## src/rtl/score_display_pkg.sv

```systemverilog
// Shared definitions for the seven-segment scoreboard controller:
// glyph table, converter state encoding and a decimal power helper.
package score_display_pkg;

  typedef enum logic [1:0] {
    ST_IDLE  = 2'd0,
    ST_SHIFT = 2'd1,
    ST_DONE  = 2'd2
  } conv_state_e;

  // Active-low segment patterns, bit order {g,f,e,d,c,b,a}
  localparam logic [6:0] SEG_0     = 7'h40;
  localparam logic [6:0] SEG_1     = 7'h79;
  localparam logic [6:0] SEG_2     = 7'h24;
  localparam logic [6:0] SEG_3     = 7'h30;
  localparam logic [6:0] SEG_4     = 7'h19;
  localparam logic [6:0] SEG_5     = 7'h12;
  localparam logic [6:0] SEG_6     = 7'h02;
  localparam logic [6:0] SEG_7     = 7'h78;
  localparam logic [6:0] SEG_8     = 7'h00;
  localparam logic [6:0] SEG_9     = 7'h10;
  localparam logic [6:0] SEG_BLANK = 7'h7F;

  function automatic int pow10(input int n);
    int r;
    r = 32'sd1;
    for (int i = 0; i < n; i++) begin
      r = r * 32'sd10;
    end
    return r;
  endfunction

  function automatic logic [6:0] seg_glyph(input logic [3:0] nib);
    case (nib)
      4'd0:    return SEG_0;
      4'd1:    return SEG_1;
      4'd2:    return SEG_2;
      4'd3:    return SEG_3;
      4'd4:    return SEG_4;
      4'd5:    return SEG_5;
      4'd6:    return SEG_6;
      4'd7:    return SEG_7;
      4'd8:    return SEG_8;
      4'd9:    return SEG_9;
      default: return SEG_BLANK;
    endcase
  endfunction

endpackage

```

## src/rtl/score_display_ctrl_bin2bcd.sv

```systemverilog
// Iterative double-dabble engine: one add-3/shift step per clock.
// done is high during the final step, so bcd is valid the following cycle.
module bin2bcd_seq #(
  parameter int SCORE_W    = 14,
  parameter int BCD_DIGITS = 4
) (
  input  logic                    clk,
  input  logic                    rst_n,
  input  logic                    start,
  input  logic [SCORE_W-1:0]      bin,
  output logic                    busy,
  output logic                    done,
  output logic [4*BCD_DIGITS-1:0] bcd
);

  localparam int BW = 4 * BCD_DIGITS;
  localparam int SW = SCORE_W + BW;
  localparam int CW = $clog2(SCORE_W + 1);

  logic [SW-1:0] sh_r;
  logic [CW-1:0] cnt_r;
  logic          run_r;

  function automatic logic [SW-1:0] dd_step(input logic [SW-1:0] v);
    logic [SW-1:0] t;
    t = v;
    for (int i = 0; i < BCD_DIGITS; i++) begin
      if (t[SCORE_W+4*i +: 4] >= 4'd5) begin
        t[SCORE_W+4*i +: 4] = t[SCORE_W+4*i +: 4] + 4'd3;
      end else begin
        t[SCORE_W+4*i +: 4] = t[SCORE_W+4*i +: 4];
      end
    end
    return {t[SW-2:0], 1'b0};
  endfunction

  // Load on start, then run exactly SCORE_W add-3/shift steps
  always_ff @(posedge clk or negedge rst_n) begin
    if (!rst_n) begin
      sh_r  <= {SW{1'b0}};
      cnt_r <= {CW{1'b0}};
      run_r <= 1'b0;
    end else if (start) begin
      sh_r  <= {{BW{1'b0}}, bin};
      cnt_r <= {CW{1'b0}};
      run_r <= 1'b1;
    end else if (run_r) begin
      sh_r  <= dd_step(sh_r);
      cnt_r <= cnt_r + 1'b1;
      run_r <= (cnt_r != CW'(SCORE_W - 1));
    end else begin
      sh_r  <= sh_r;
      cnt_r <= cnt_r;
      run_r <= 1'b0;
    end
  end

  assign busy = run_r;
  assign done = run_r && (cnt_r == CW'(SCORE_W - 1));
  assign bcd  = sh_r[SCORE_W +: BW];

endmodule

```

## src/rtl/score_display_ctrl.sv

```systemverilog
// Scoreboard controller: clamps and converts the live score, keeps the high score,
// and multiplexes both fields onto a common-anode display with blanking and blink.
module score_display_ctrl
  import score_display_pkg::*;
#(
  parameter int SCORE_W     = 14,
  parameter int BCD_DIGITS  = 4,
  parameter int REFRESH_DIV = 100000,
  parameter int BLINK_DIV   = 25000000
) (
  input  logic                    clk,
  input  logic                    rst_n,
  input  logic [SCORE_W-1:0]      score,
  input  logic                    score_valid,
  input  logic                    gameover,
  output logic [2*BCD_DIGITS-1:0] anode,
  output logic [6:0]              cathode,
  output logic                    busy
);

  localparam int ND   = 2 * BCD_DIGITS;
  localparam int BW   = 4 * BCD_DIGITS;
  localparam int DW   = $clog2(ND);
  localparam int RW   = $clog2(REFRESH_DIV + 1);
  localparam int KW   = $clog2(BLINK_DIV + 1);
  localparam int SMAX = pow10(BCD_DIGITS) - 1;

  conv_state_e        state_r;
  logic [SCORE_W-1:0] src_r, pend_val_r, cur_bin_r, hi_bin_r;
  logic [BW-1:0]      cur_bcd_r, hi_bcd_r;
  logic               pend_r, busy_r, arm_r, go_d_r, blink_ph_r;
  logic [DW-1:0]      digit_r;
  logic [RW-1:0]      ref_cnt_r;
  logic [KW-1:0]      blink_cnt_r;
  logic [ND-1:0]      anode_r;
  logic [6:0]         cathode_r;

  logic [SCORE_W-1:0] score_clamp_s, eng_bin_s;
  logic               eng_start_s, eng_busy_s, eng_done_s;
  logic [BW-1:0]      eng_bcd_s, field_s;
  logic [DW-1:0]      pos_s;
  logic [3:0]         nib_s;
  logic               nz_above_s, blank_s;
  logic [6:0]         seg_s;
  logic [ND-1:0]      anode_s;

  assign score_clamp_s = ($unsigned(32'(score)) > $unsigned(32'(SMAX))) ? SCORE_W'(SMAX) : score;

  // Engine start request and operand, mirroring the FSM transitions into SHIFT
  always_comb begin
    eng_start_s = 1'b0;
    eng_bin_s   = score_clamp_s;
    case (state_r)
      ST_IDLE: begin
        if (score_valid) begin
          eng_start_s = 1'b1;
          eng_bin_s   = score_clamp_s;
        end else if (pend_r) begin
          eng_start_s = 1'b1;
          eng_bin_s   = pend_val_r;
        end else begin
          eng_start_s = 1'b0;
          eng_bin_s   = score_clamp_s;
        end
      end
      ST_DONE: begin
        if (pend_r) begin
          eng_start_s = 1'b1;
          eng_bin_s   = pend_val_r;
        end else begin
          eng_start_s = 1'b0;
          eng_bin_s   = score_clamp_s;
        end
      end
      default: begin
        eng_start_s = 1'b0;
        eng_bin_s   = score_clamp_s;
      end
    endcase
  end

  bin2bcd_seq #(
    .SCORE_W    (SCORE_W),
    .BCD_DIGITS (BCD_DIGITS)
  ) u_bin2bcd (
    .clk   (clk),
    .rst_n (rst_n),
    .start (eng_start_s),
    .bin   (eng_bin_s),
    .busy  (eng_busy_s),
    .done  (eng_done_s),
    .bcd   (eng_bcd_s)
  );

  // Conversion sequencing, latest-value-wins pending request and busy flag
  always_ff @(posedge clk or negedge rst_n) begin
    if (!rst_n) begin
      state_r    <= ST_IDLE;
      src_r      <= {SCORE_W{1'b0}};
      pend_val_r <= {SCORE_W{1'b0}};
      pend_r     <= 1'b0;
      cur_bcd_r  <= {BW{1'b0}};
      cur_bin_r  <= {SCORE_W{1'b0}};
      busy_r     <= 1'b0;
    end else begin
      case (state_r)
        ST_IDLE: begin
          if (score_valid) begin
            src_r   <= score_clamp_s;
            pend_r  <= 1'b0;
            state_r <= ST_SHIFT;
            busy_r  <= 1'b1;
          end else if (pend_r) begin
            src_r   <= pend_val_r;
            pend_r  <= 1'b0;
            state_r <= ST_SHIFT;
            busy_r  <= 1'b1;
          end else begin
            state_r <= ST_IDLE;
            busy_r  <= 1'b0;
          end
        end
        ST_SHIFT: begin
          if (score_valid) begin
            pend_r     <= 1'b1;
            pend_val_r <= score_clamp_s;
          end
          // An engine that stopped without finishing drops us back to IDLE
          if (eng_done_s) begin
            state_r <= ST_DONE;
          end else if (!eng_busy_s) begin
            state_r <= ST_IDLE;
          end
          busy_r <= eng_busy_s;
        end
        ST_DONE: begin
          cur_bcd_r <= eng_bcd_s;
          cur_bin_r <= src_r;
          pend_r    <= score_valid;
          if (score_valid) begin
            pend_val_r <= score_clamp_s;
          end
          if (pend_r) begin
            src_r   <= pend_val_r;
            state_r <= ST_SHIFT;
            busy_r  <= 1'b1;
          end else begin
            state_r <= ST_IDLE;
            busy_r  <= 1'b0;
          end
        end
        default: begin
          state_r <= ST_IDLE;
          pend_r  <= 1'b0;
          busy_r  <= 1'b0;
        end
      endcase
    end
  end

  // High-score capture, armed by a gameover rise and run once the converter is quiet
  always_ff @(posedge clk or negedge rst_n) begin
    if (!rst_n) begin
      go_d_r   <= 1'b0;
      arm_r    <= 1'b0;
      hi_bin_r <= {SCORE_W{1'b0}};
      hi_bcd_r <= {BW{1'b0}};
    end else begin
      go_d_r <= gameover;
      if (gameover && !go_d_r) begin
        arm_r <= 1'b1;
      end else if (arm_r && (state_r == ST_IDLE) && !pend_r) begin
        arm_r <= 1'b0;
        if (cur_bin_r > hi_bin_r) begin
          hi_bin_r <= cur_bin_r;
          hi_bcd_r <= cur_bcd_r;
        end
      end
    end
  end

  // Digit refresh and game-over blink timers
  always_ff @(posedge clk or negedge rst_n) begin
    if (!rst_n) begin
      ref_cnt_r   <= {RW{1'b0}};
      digit_r     <= {DW{1'b0}};
      blink_cnt_r <= {KW{1'b0}};
      blink_ph_r  <= 1'b0;
    end else begin
      if (ref_cnt_r == RW'(REFRESH_DIV - 1)) begin
        ref_cnt_r <= {RW{1'b0}};
        digit_r   <= (digit_r == DW'(ND - 1)) ? {DW{1'b0}} : digit_r + 1'b1;
      end else begin
        ref_cnt_r <= ref_cnt_r + 1'b1;
      end
      if (!gameover) begin
        blink_cnt_r <= {KW{1'b0}};
        blink_ph_r  <= 1'b0;
      end else if (blink_cnt_r == KW'(BLINK_DIV - 1)) begin
        blink_cnt_r <= {KW{1'b0}};
        blink_ph_r  <= ~blink_ph_r;
      end else begin
        blink_cnt_r <= blink_cnt_r + 1'b1;
      end
    end
  end

  // Field select, leading-zero blanking and anode pattern for the current digit
  always_comb begin
    field_s    = cur_bcd_r;
    pos_s      = digit_r;
    nz_above_s = 1'b0;
    if (digit_r < DW'(BCD_DIGITS)) begin
      field_s = cur_bcd_r;
      pos_s   = digit_r;
    end else begin
      field_s = hi_bcd_r;
      pos_s   = digit_r - DW'(BCD_DIGITS);
    end
    nib_s = field_s[4*pos_s +: 4];
    for (int j = 0; j < BCD_DIGITS; j++) begin
      if ((DW'(j) > pos_s) && (field_s[4*j +: 4] != 4'd0)) begin
        nz_above_s = 1'b1;
      end else begin
        nz_above_s = nz_above_s;
      end
    end
    blank_s = (pos_s != {DW{1'b0}}) && !nz_above_s && (nib_s == 4'd0);
    if (blank_s) begin
      seg_s = SEG_BLANK;
    end else begin
      seg_s = seg_glyph(nib_s);
    end
    // Gameover is used directly so scanning resumes the cycle after it falls
    if (gameover && blink_ph_r) begin
      anode_s = {ND{1'b1}};
    end else begin
      anode_s = ~(ND'(1) << digit_r);
    end
  end

  // Registered display drive
  always_ff @(posedge clk or negedge rst_n) begin
    if (!rst_n) begin
      anode_r   <= {ND{1'b1}};
      cathode_r <= SEG_BLANK;
    end else begin
      anode_r   <= anode_s;
      cathode_r <= seg_s;
    end
  end

  assign anode   = anode_r;
  assign cathode = cathode_r;
  assign busy    = busy_r;

endmodule

```

## config.mk

```make
export PLATFORM = sky130hd
export DESIGN_NAME = score_display_ctrl
export DESIGN_NICKNAME = d
export VERILOG_FILES = /design/src/rtl/score_display_pkg.sv /design/src/rtl/score_display_ctrl_bin2bcd.sv /design/src/rtl/score_display_ctrl.sv
export SDC_FILE = /design/constraint.sdc
export NUM_CORES = 1
export LEC_CHECK = 0
export BUFFER_PORTS_ARGS = -buffer_cell sky130_fd_sc_hd__buf_2
export CORE_MARGIN = 4
export CORE_UTILIZATION = 35
export CTS_CLUSTER_SIZE = 14
export DETAILED_ROUTE_END_ITERATION = 10
export GPL_ROUTABILITY_DRIVEN = 0
export SLEW_MARGIN = 5
export SYNTH_ARGS = -nofsm -noshare
export SYNTH_HDL_FRONTEND = slang
export SYNTH_SLANG_ARGS = --single-unit
export TNS_END_PERCENT = 10
```

## constraint.sdc

```tcl
create_clock -name clk -period 2.5 [get_ports clk]
set_input_delay 0.5 -clock clk [delete_from_list [all_inputs] [get_ports clk]]
set_output_delay 0.5 -clock clk [all_outputs]
set_load 0.02 [all_outputs]
```

==> summary.txt <==
Outcome
  – Status: finished clean

Floorplan
  – Die Height: 172 um
  – Placement Rows: ~60
  – Die Wd: between 150 and 200 um
  – Ports: 34
  – Starting density of the core: between 30 and 40%
  – Die area: ~29,000 um^2
  – Core Region: 26,200 um^2

Critical path
  – Worst setup endpoint: cathode[4]
  – R2R Setup Slk: ~0.15 ns
  – Worst setup startpoint: digit_r[1]
  – Worst r2r src: digit_r[1]
  – R2R depth: 7
  – Crit path kind: reg2reg
  – Worst setup SP type: flop
  – Arrival time at the worst endpoint: between 2 and 3 ns
  – Worst EP required: 2.82 ns
  – Crit path max fanout: 6
  – Crit path capture type: flop
  – RR Endpoint: cathode[4]

GRT
  – Largest net degree at the start of global routing: a little over 60
  – GR Util All Layers: between 10% and 20%
  – Initial antenna violation count: 0
  – Number of global-route vias before repair: about 6,400
  – Gr ovfl total: 0
  – First-pass GRT wire length: about 32,000 um

Synth
  – Area leader, netlist: dfrtp_1
  – Synth Area in Simple Gates: a little over an eighth
  – Synth Area in Compound Gates: a little over a tenth
  – Synth cell count leaders: dfrtp_1 (175), nand2_1 (79), nor2_1 (70)
  – Main synth FF type: dfrtp_1
  – Seq/Total Area, Yosys: around half
  – Syn avg cell area: 11.0 um^2
  – Synth Instances: about 850
  – Top-area cell type share of the netlist area: 46.7%
  – Synthesized area: 9370 um^2
  – Synth Area in Adders: 5.61%
  – XOR/XNOR share of the synthesized area: between 4 and 5%
  – Main combinational cell family by area after synthesis: simple AND/OR/NAND/NOR gates
  – Register bit count reported by yosys: 190
  – Synth area leaders: dfrtp_1 (47%), mux2_2 (7.1%), ha_1 (5.6%), dfstp_2 (4.2%), nand2_1 (3.2%)
  – Top-count cell post-synth: dfrtp_1
  – Post-synth ARST share: 100%
  – Syn Nets: ~910
  – Yosys warnings: 0
  – Netlist cell types: between 60 and 70
  – Number of synthesized flops with an enable pin: 0
  – Post-synthesis mux area share: about an eighth

Clocking
  – Clk root buf: clkbuf_16
  – Clk buf depth: 2
  – Clk_lat worst skew: 0.43 ns
  – TritonCTS buffer count: 17
  – Post-CTS resize count: 0
  – Setup Fix Bufs, Post-CTS: 0
  – Clock Sinks: 190
  – H-tree Lvls: 4
  – CTS Hold Bufs: 0
  – CTS tree: yes
  – Worst-path clk slew: 0.08 ns

Drt
  – First-pass DRT Iterations: 5
  – Routed len/inst: ~15 um
  – Final wirelength: between 15,000 and 20,000 um
  – DRC violations left: 0
  – Via/cell ratio: around 5.2
  – Antenna Violating Nets Remaining: 0
  – Via count: between 6,000 and 7,000
  – Initial detailed-routing violation count: between 300 and 400

STA
  – Max Slew Vio Count: 0
  – Skew final: ~0.011 ns
  – Hold WS: around 0.04 ns
  – Slew Limit Headroom: between 60% and 70%
  – Post-layout min period: between 2 and 2.5 ns
  – Fin. Hold Viols: 0
  – Period utilisation layout: ~94%
  – RSZ-0062 raised after global routing: true
  – Max frequency: roughly 430 MHz
  – Post-Route Setup TNS: 0 ns
  – Slew @ Worst Pin: 0.552 ns
  – Final setup vio count: 0

Power
  – Leakage: between 4 and 5 nW
  – Overall Power: between 0.009 and 0.01 W
  – Cell Pwr Density: 936 nW/um^2
  – Maximum VDD drop: 0.000466 V

Layout
  – Layout Nets: about 950
  – P&R area growth vs syn: 13.8%
  – Layout cells sized above 1: 20.3%
  – Final cell count without fillers: between 1,000 and 1,500
  – Fin util: between 40 and 50%
  – Ant. Diodes: 0

Place
  – # port buffers: 33
  – Placed insts: 1,210
  – Hpwl dp: 13,100 um

Job
  – Max-cap check violation count: 0

Min path
  – Min-Delay Path Class: in2async
worst min path at each step:
stage	end	slack, ns	cells past startpoint
after detailed placement	ref_cnt_r[0]	0.47	1
after global routing	blink_cnt_r[16]	0.07	1
after global placement	ref_cnt_r[0]	0.47	1
after floorplan	arm_r	0.20	0
after CTS	blink_cnt_r[17]	0.06	1
final	blink_cnt_r[16]	0.04	1
kinds of logic after synthesis:
family                   after synthesis
XOR/XNOR                              46
flip-flops                           190
multiplexers                          90
buffers and inverters                 77
AND/OR/NAND/NOR                      256
AO/OA/AOI/OAI                        150
adder cells (fa/ha/maj)               42
state kept, by name (all words and copies together), names as in the netlist, 2 cells and up:
signal	flops
anode	8
blink_cnt_r	25
cathode	7
cur_bcd_r	16
cur_bin_r	14
digit_r	3
hi_bcd_r	16
hi_bin_r	14
pend_val_r	14
ref_cnt_r	17
src_r	14
state_r	2
u_bin2bcd.cnt_r	4
u_bin2bcd.sh_r	30
metrics by stage:
stage,instance area [um^2],setup slack (ns)
finish,10700,0.150
global route,10700,-0.0142
CTS,10700,0.104
detailed placement,10100,0.130
global placement,10100,0.178
floorplan,9370,0.0444
area by class of cell:
class	instances	area, um^2
fillers	2507	15500
flip-flops and latches	190	4780
multi-input cells	584	4290
clock buffers	18	429
well taps	335	419
repair buffers	59	407
clock inverters	14	185
inverters	42	158
worst max-delay path, stage by stage (launching register included):
cell and delay, ns:
dfrtp_2 0.41, mux4_1 0.55, mux2i_1 0.22, ha_1 0.18
inv_1 0.07, a311oi_4 0.33, a31oi_4 0.16, a222oi_1 0.33
power by group:
group | internal (W) | switching [W]
Sequential | 0.00387 | 0.000624
Combinational | 0.00129 | 0.00137
Clock | 0.00160 | 0.00124
Total | 0.00676 | 0.00323
placed cells by master, fill, tap and decap left out, types with 4 or more instances in the layout:
master,instances
a211oi_1,15
a21oi_1,27
a22oi_1,11
a31oi_1,9
and3_1,8
and4_1,4
buf_2,32
buf_4,23
clkbuf_16,17
clkinvlp_4,4
dfrtp_1,173
dfstp_2,15
ha_1,41
inv_1,41
inv_6,4
mux2_2,59
mux2i_1,20
mux4_1,6
nand2_1,79
nand2b_1,9
nand3_1,26
nand4_1,15
nor2_1,70
nor2b_1,15
nor3_1,4
nor4_1,5
o211ai_1,8
o21ai_0,43
o22ai_1,7
xnor2_1,16
xor2_1,30
metal layers:
| metal | share of wire [%] | up-vias | global-route usage, % |
|---|---|---|---|
| met5 | 0 | - | 0 |
| met4 | 0.89 | 0 | 3.48 |
| met3 | 3.5 | 13 | 2.71 |
| met2 | 48 | 99 | 21.8 |
| met1 | 48 | 3213 | 18.5 |
| li1 | - | 3093 | - |
No activity file was read; power rests on OpenSTA's default activity.
